**src/rtl/uart_rx_pkg.sv**
```systemverilog
// uart_rx_pkg: shared state encoding, default limits and frame-format helpers for the UART receiver
package uart_rx_pkg;
  typedef enum logic [1:0] {IDLE, COUNT, HOLD} state_e;
  localparam int DEF_PRESCALE_MAX = 32;
  localparam int DEF_DATA_W_MAX = 9;
  function automatic logic [3:0] frame_len(input logic [3:0] data_len, input logic par_en,
                                           input logic stop_bits);
    return 4'd2 + data_len + {3'b0, par_en} + {3'b0, stop_bits};
  endfunction
  function automatic logic cfg_legal(input logic [15:0] prescale, input logic [3:0] data_len,
                                     input int pmax, input int dmax);
    return !prescale[0] && prescale >= 16'd4 && int'(prescale) <= pmax &&
           data_len >= 4'd5 && int'(data_len) <= dmax;
  endfunction
endpackage

```
**src/rtl/uart_rx_cfg_check.sv**
```systemverilog
// uart_rx_cfg_check: legality check and frame length of the raw config, consumed at activation
module uart_rx_cfg_check import uart_rx_pkg::*; #(
  parameter int PRESCALE_MAX = DEF_PRESCALE_MAX,
  parameter int DATA_W_MAX = DEF_DATA_W_MAX,
  localparam int PW = $clog2(PRESCALE_MAX) + 1
) (
  input  logic [PW-1:0] prescale,
  input  logic [3:0]    data_len,
  input  logic          par_en,
  input  logic          stop_bits,
  output logic          legal,
  output logic [3:0]    flen
);
  assign legal = cfg_legal(16'(prescale), data_len, PRESCALE_MAX, DATA_W_MAX);
  assign flen = uart_rx_pkg::frame_len(data_len, par_en, stop_bits);
endmodule

```
**src/rtl/uart_rx_oversample_counter.sv**
```systemverilog
// uart_rx_oversample_counter: per-bit edge counter and per-frame bit counter with decoded timing strobes
module uart_rx_oversample_counter import uart_rx_pkg::*; #(
  parameter int PRESCALE_MAX = DEF_PRESCALE_MAX,
  parameter int DATA_W_MAX = DEF_DATA_W_MAX,
  localparam int EDGE_W = $clog2(PRESCALE_MAX),
  localparam int BIT_W = 4
) (
  input  logic              clk_based_on_prescale,
  input  logic              asy_reset,
  input  logic              enable,
  input  logic [EDGE_W:0]   prescale,
  input  logic [3:0]        data_len,
  input  logic              par_en,
  input  logic              stop_bits,
  output logic [EDGE_W-1:0] edge_count,
  output logic [BIT_W-1:0]  bit_count,
  output logic              sample_stb,
  output logic              sample_last,
  output logic              bit_done,
  output logic              frame_done,
  output logic              cfg_err
);
  state_e state_q, state_d;
  logic [EDGE_W-1:0] edge_q, edge_d;
  logic [BIT_W-1:0] bit_q, bit_d;
  logic [EDGE_W:0] sh_prescale_q, sh_prescale_d;
  logic [3:0] sh_len_q, sh_len_d;
  logic cfg_err_q, cfg_err_d;
  logic legal, last_edge, last_bit, cnt;
  logic [3:0] flen;
  logic [EDGE_W:0] edge_x, mid;

  uart_rx_cfg_check #(.PRESCALE_MAX(PRESCALE_MAX), .DATA_W_MAX(DATA_W_MAX)) u_cfg (
    .prescale(prescale), .data_len(data_len), .par_en(par_en), .stop_bits(stop_bits),
    .legal(legal), .flen(flen)
  );

  assign edge_x = {1'b0, edge_q};
  assign mid = sh_prescale_q >> 1;
  assign last_edge = edge_x == sh_prescale_q - 1'b1;
  assign last_bit = bit_q == sh_len_q - 4'd1;

  always_ff @(posedge clk_based_on_prescale) begin
    if (!asy_reset) begin
      state_q <= IDLE;
      edge_q <= '0;
      bit_q <= '0;
      sh_prescale_q <= '0;
      sh_len_q <= '0;
      cfg_err_q <= 1'b0;
    end else begin
      state_q <= state_d;
      edge_q <= edge_d;
      bit_q <= bit_d;
      sh_prescale_q <= sh_prescale_d;
      sh_len_q <= sh_len_d;
      cfg_err_q <= cfg_err_d;
    end
  end

  // Counters default to zero so IDLE, HOLD and abort all clear them.
  always_comb begin
    state_d = state_q;
    edge_d = '0;
    bit_d = '0;
    sh_prescale_d = sh_prescale_q;
    sh_len_d = sh_len_q;
    cfg_err_d = enable & cfg_err_q;
    case (state_q)
      IDLE: if (enable) begin
        if (legal) begin
          state_d = COUNT;
          sh_prescale_d = prescale;
          sh_len_d = flen;
        end else cfg_err_d = 1'b1;
      end
      COUNT: if (!enable) state_d = IDLE;
      else begin
        edge_d = last_edge ? '0 : edge_q + 1'b1;
        bit_d = !last_edge ? bit_q : last_bit ? '0 : bit_q + 1'b1;
        state_d = last_edge && last_bit ? HOLD : COUNT;
      end
      HOLD: state_d = enable ? HOLD : IDLE;
      default: state_d = IDLE;
    endcase
  end

  always_comb begin
    cnt = state_q == COUNT;
    sample_stb = cnt && edge_x >= mid - 1'b1 && edge_x <= mid + 1'b1;
    sample_last = cnt && edge_x == mid + 1'b1;
    bit_done = cnt && last_edge;
    frame_done = cnt && last_edge && last_bit;
  end

  assign edge_count = edge_q;
  assign bit_count = bit_q;
  assign cfg_err = cfg_err_q;
endmodule

```
**config.mk**
```make
export PLATFORM = sky130hd
export DESIGN_NAME = uart_rx_oversample_counter
export DESIGN_NICKNAME = d
export VERILOG_FILES = /design/src/rtl/uart_rx_pkg.sv /design/src/rtl/uart_rx_cfg_check.sv /design/src/rtl/uart_rx_oversample_counter.sv
export SDC_FILE = /design/constraint.sdc
export NUM_CORES = 1
export LEC_CHECK = 0
export BUFFER_PORTS_ARGS = -buffer_cell sky130_fd_sc_hd__clkbuf_2
export CAP_MARGIN = 10
export CORE_UTILIZATION = 45
export CTS_CLUSTER_DIAMETER = 50
export DETAILED_ROUTE_END_ITERATION = 7
export PLACE_DENSITY_LB_ADDON = 0.25
export SLEW_MARGIN = 20
export SYNTH_ARGS = -nofsm -noshare
export SYNTH_HDL_FRONTEND = slang
export SYNTH_HIERARCHICAL = 1
export SYNTH_SLANG_ARGS = --single-unit
```
**constraint.sdc**
```tcl
create_clock -name clk_based_on_prescale -period 2.5 [get_ports clk_based_on_prescale]
set_clock_uncertainty 0.2 [all_clocks]
set_input_delay 0.125 -clock clk_based_on_prescale [delete_from_list [all_inputs] [get_ports clk_based_on_prescale]]
set_output_delay 0.125 -clock clk_based_on_prescale [all_outputs]
set_load 0.03 [all_outputs]
```
==> results.json <==
{
  "synth_warnings": 6,
  "synth_cell_types": 40,
  "yosys-mux-area-fraction_pct": 0.626,
  "p_leak_uw": 0.000944,
  "r2r_slack_ns": 0.24,
  "finalHoldViolCount": 0,
  "drc_errors": 0,
  "dieWidth_um": 61.6,
  "slew_violations": 0,
  "pre_cts_ws_ns": 0.135,
  "fin_ws_ns": -0.0250,
  "netlist_area_um2": 1600,
  "clk_latency_ns": 0.32,
  "cts-htree-levels": 1,
  "fin_area_um2": 2190,
  "holdPathStages": 6,
  "n_antenna_cell": 0,
  "via_per_inst": 5.05,
  "grt_pass1_wl_mm": 5.89,
  "cts_tree": "yes",
  "period_needed_ns": 2.53,
  "ys_async_sr_fraction_pct": 0,
  "die_y_um": 61.6,
  "synth-edff-count": 0,
  "die_area_um2": 3800,
  "synthFlopType": "dfxtp_1",
  "boundaryPins": 29,
  "fin_cells": 292,
  "fin_crit_sh_pct": 101,
  "ys_seq_elements": 22,
  "clk_pin_slew_ns": 0.13,
  "crit_type": "flop to primary output",
  "hpwl_mm": 2.57,
  "synth_xor_area_share_pct": 12.6,
  "yosys.area_share.adder_pct": 14.6,
  "synth_fp_nets": 224,
  "clock_sinks": 22,
  "rsz0062_at_grt": "true",
  "postSynthAreaPerCell_um2": 8.37,
  "worstRegToRegCells": 8,
  "drt_iter0_drc": 38,
  "worst_pin_slew_ns": 0.389,
  "synth_top_family_by_area": "simple AND/OR/NAND/NOR gates",
  "core_area_um2": 3360,
  "fin_nets": 280,
  "worstPathArrival_ns": 2.20,
  "clock_path_buffers": 2,
  "antenna_found_initial": 0,
  "grt_max_degree": 13,
  "start_kind": "flop",
  "required_ns": 2.17,
  "drv_cap": 0,
  "finalSetupViolations": 1,
  "critPathCaptureType": "primary output",
  "synth_compound_area_share_pct": 16.0,
  "area_growth_syn_to_layout_pct": 37.1,
  "slew_headroom_pct": 74.0,
  "final_cell_mix": "nand2_1 (26), clkbuf_2 (25), dfxtp_1 (19)",
  "ys_seq_area_share_pct": 27.5,
  "gp_routability_congestion": 0.837,
  "drive_above_1_share_pct": 30.1,
  "placed_cells": 267,
  "hp-class": "input pin to flop",
  "cts_root_buf": "clkbuf_4",
  "detail_route.first_pass.iterations": 4,
  "fmax_ghz": 0.396,
  "max-vdd-ir-drop_mv": 0.173,
  "portBuffers": 28,
  "num_vias": 1476,
  "p_total_uw": 664,
  "cp_max_fo": 4,
  "synthSimpleGateAreaFrac_pct": 24.3,
  "antenna_left": 0,
  "syn_inst": 191,
  "cts_buffers": 3,
  "pwr_density_cell_nw_per_um2": 303,
  "totalWireLength_mm": 3.67,
  "violations": "negative setup slack",
  "start_util_pct": 47.5,
  "grt_pass1_vias": 1357,
  "wire_per_inst_um": 12.6,
  "status": "complete, but fails checks",
  "mostFrequentLayoutCell": "nand2_1",
  "grt_use_total_pct": 21.1,
  "placed_cell_area_um2": 1830,
  "grt-ovfl-total": 0,
  "num_rows": 21
}
-- routing by layer --
metal	GRT usage, %	vias to the layer above	part of all wire (%)
met5	0	-	0
met1	27.5	667	46
met3	2.52	7	3.3
met4	6.67	0	2.1
li1	-	769	-
met2	36.3	33	49
-- cell families after synthesis --
family                   after synthesis
AO/OA/AOI/OAI                         34
AND/OR/NAND/NOR                       76
adder cells (fa/ha/maj)               18
XOR/XNOR                              23
multiplexers                           1
flip-flops                            22
buffers and inverters                 17
-- cell usage after synthesis (3+ instances only) --
library cell | instances | area [um2]
nor2b_1 | 3 | 18.8
nand2b_1 | 4 | 25.0
a21oi_1 | 3 | 15.0
nand3_1 | 6 | 30.0
o21ai_0 | 4 | 20.0
nor3_1 | 4 | 20.0
nand2_1 | 27 | 101
xor2_1 | 7 | 61.3
and3_1 | 4 | 25.0
clkbuf_1 | 3 | 11.3
dfxtp_1 | 22 | 440
xnor2_1 | 16 | 140
a21o_1 | 5 | 37.5
nor2_1 | 16 | 60.1
ha_1 | 17 | 213
a21boi_0 | 11 | 82.6
inv_1 | 12 | 45.0
-- sequential cells by signal, indices dropped and copies added (netlist names) --
register,flops
sh_prescale_q,6
edge_count,5
bit_count,4
sh_len_q,4
state_q,2
cfg_err,1
-- critical path: stages, from the launching register on --
cell and delay [ns]:
dfxtp_4 0.40, inv_2 0.06, ha_4 0.24, ha_1 0.29
a21o_1 0.19, a21o_1 0.18, a21o_1 0.18, a21oi_2 0.12
a311oi_2 0.05, buf_4 0.18
-- stage by stage --
step / TNS [ns] / util [%] / hold WS, ns
floorplan: -0.00235 / - / 0.0576
detailed placement: 0 / 54.5 / 0.186
CTS: -0.0482 / 62.4 / 0.0555
finish: -0.0250 / 65.2 / 0.0446
global route: -0.0951 / 65.2 / 0.0863
global placement: 0 / 54.5 / 0.183
-- worst paths after layout --
kind	start	endpoint
min reg2reg	cfg_err	cfg_err
max reg2reg	sh_prescale_q[1]	bit_count[3]
max	sh_prescale_q[2]	sample_stb
min	data_len[1]	sh_len_q[1]
-- layout make-up --
| class | instances | area, um2 |
|---|---|---|
| inverter | 12 | 47.5 |
| tap | 46 | 57.6 |
| timing repair buffer | 56 | 398 |
| multi-input combinational | 152 | 1200 |
| sequential | 22 | 449 |
| fill | 329 | 1170 |
| clock buffer | 4 | 36.3 |
-- power by group --
group	total [uW]	switching [uW]	internal [uW]
clock network	210	121	89.3
registers	357	4.50	353
logic	97.3	46.3	50.9
total	664	171	493
-- timing repair --
action                                 4_1_cts  5_1_grt
setup endpoints to repair                    4       10
setup buffers                                4        1
gates resized for setup                     13       26
pin swaps                                    2        5
cloned                                       0        0
hold buffers                                16        0
endpoints found under the hold margin       13        0
Power figures use the tool's default switching activity.
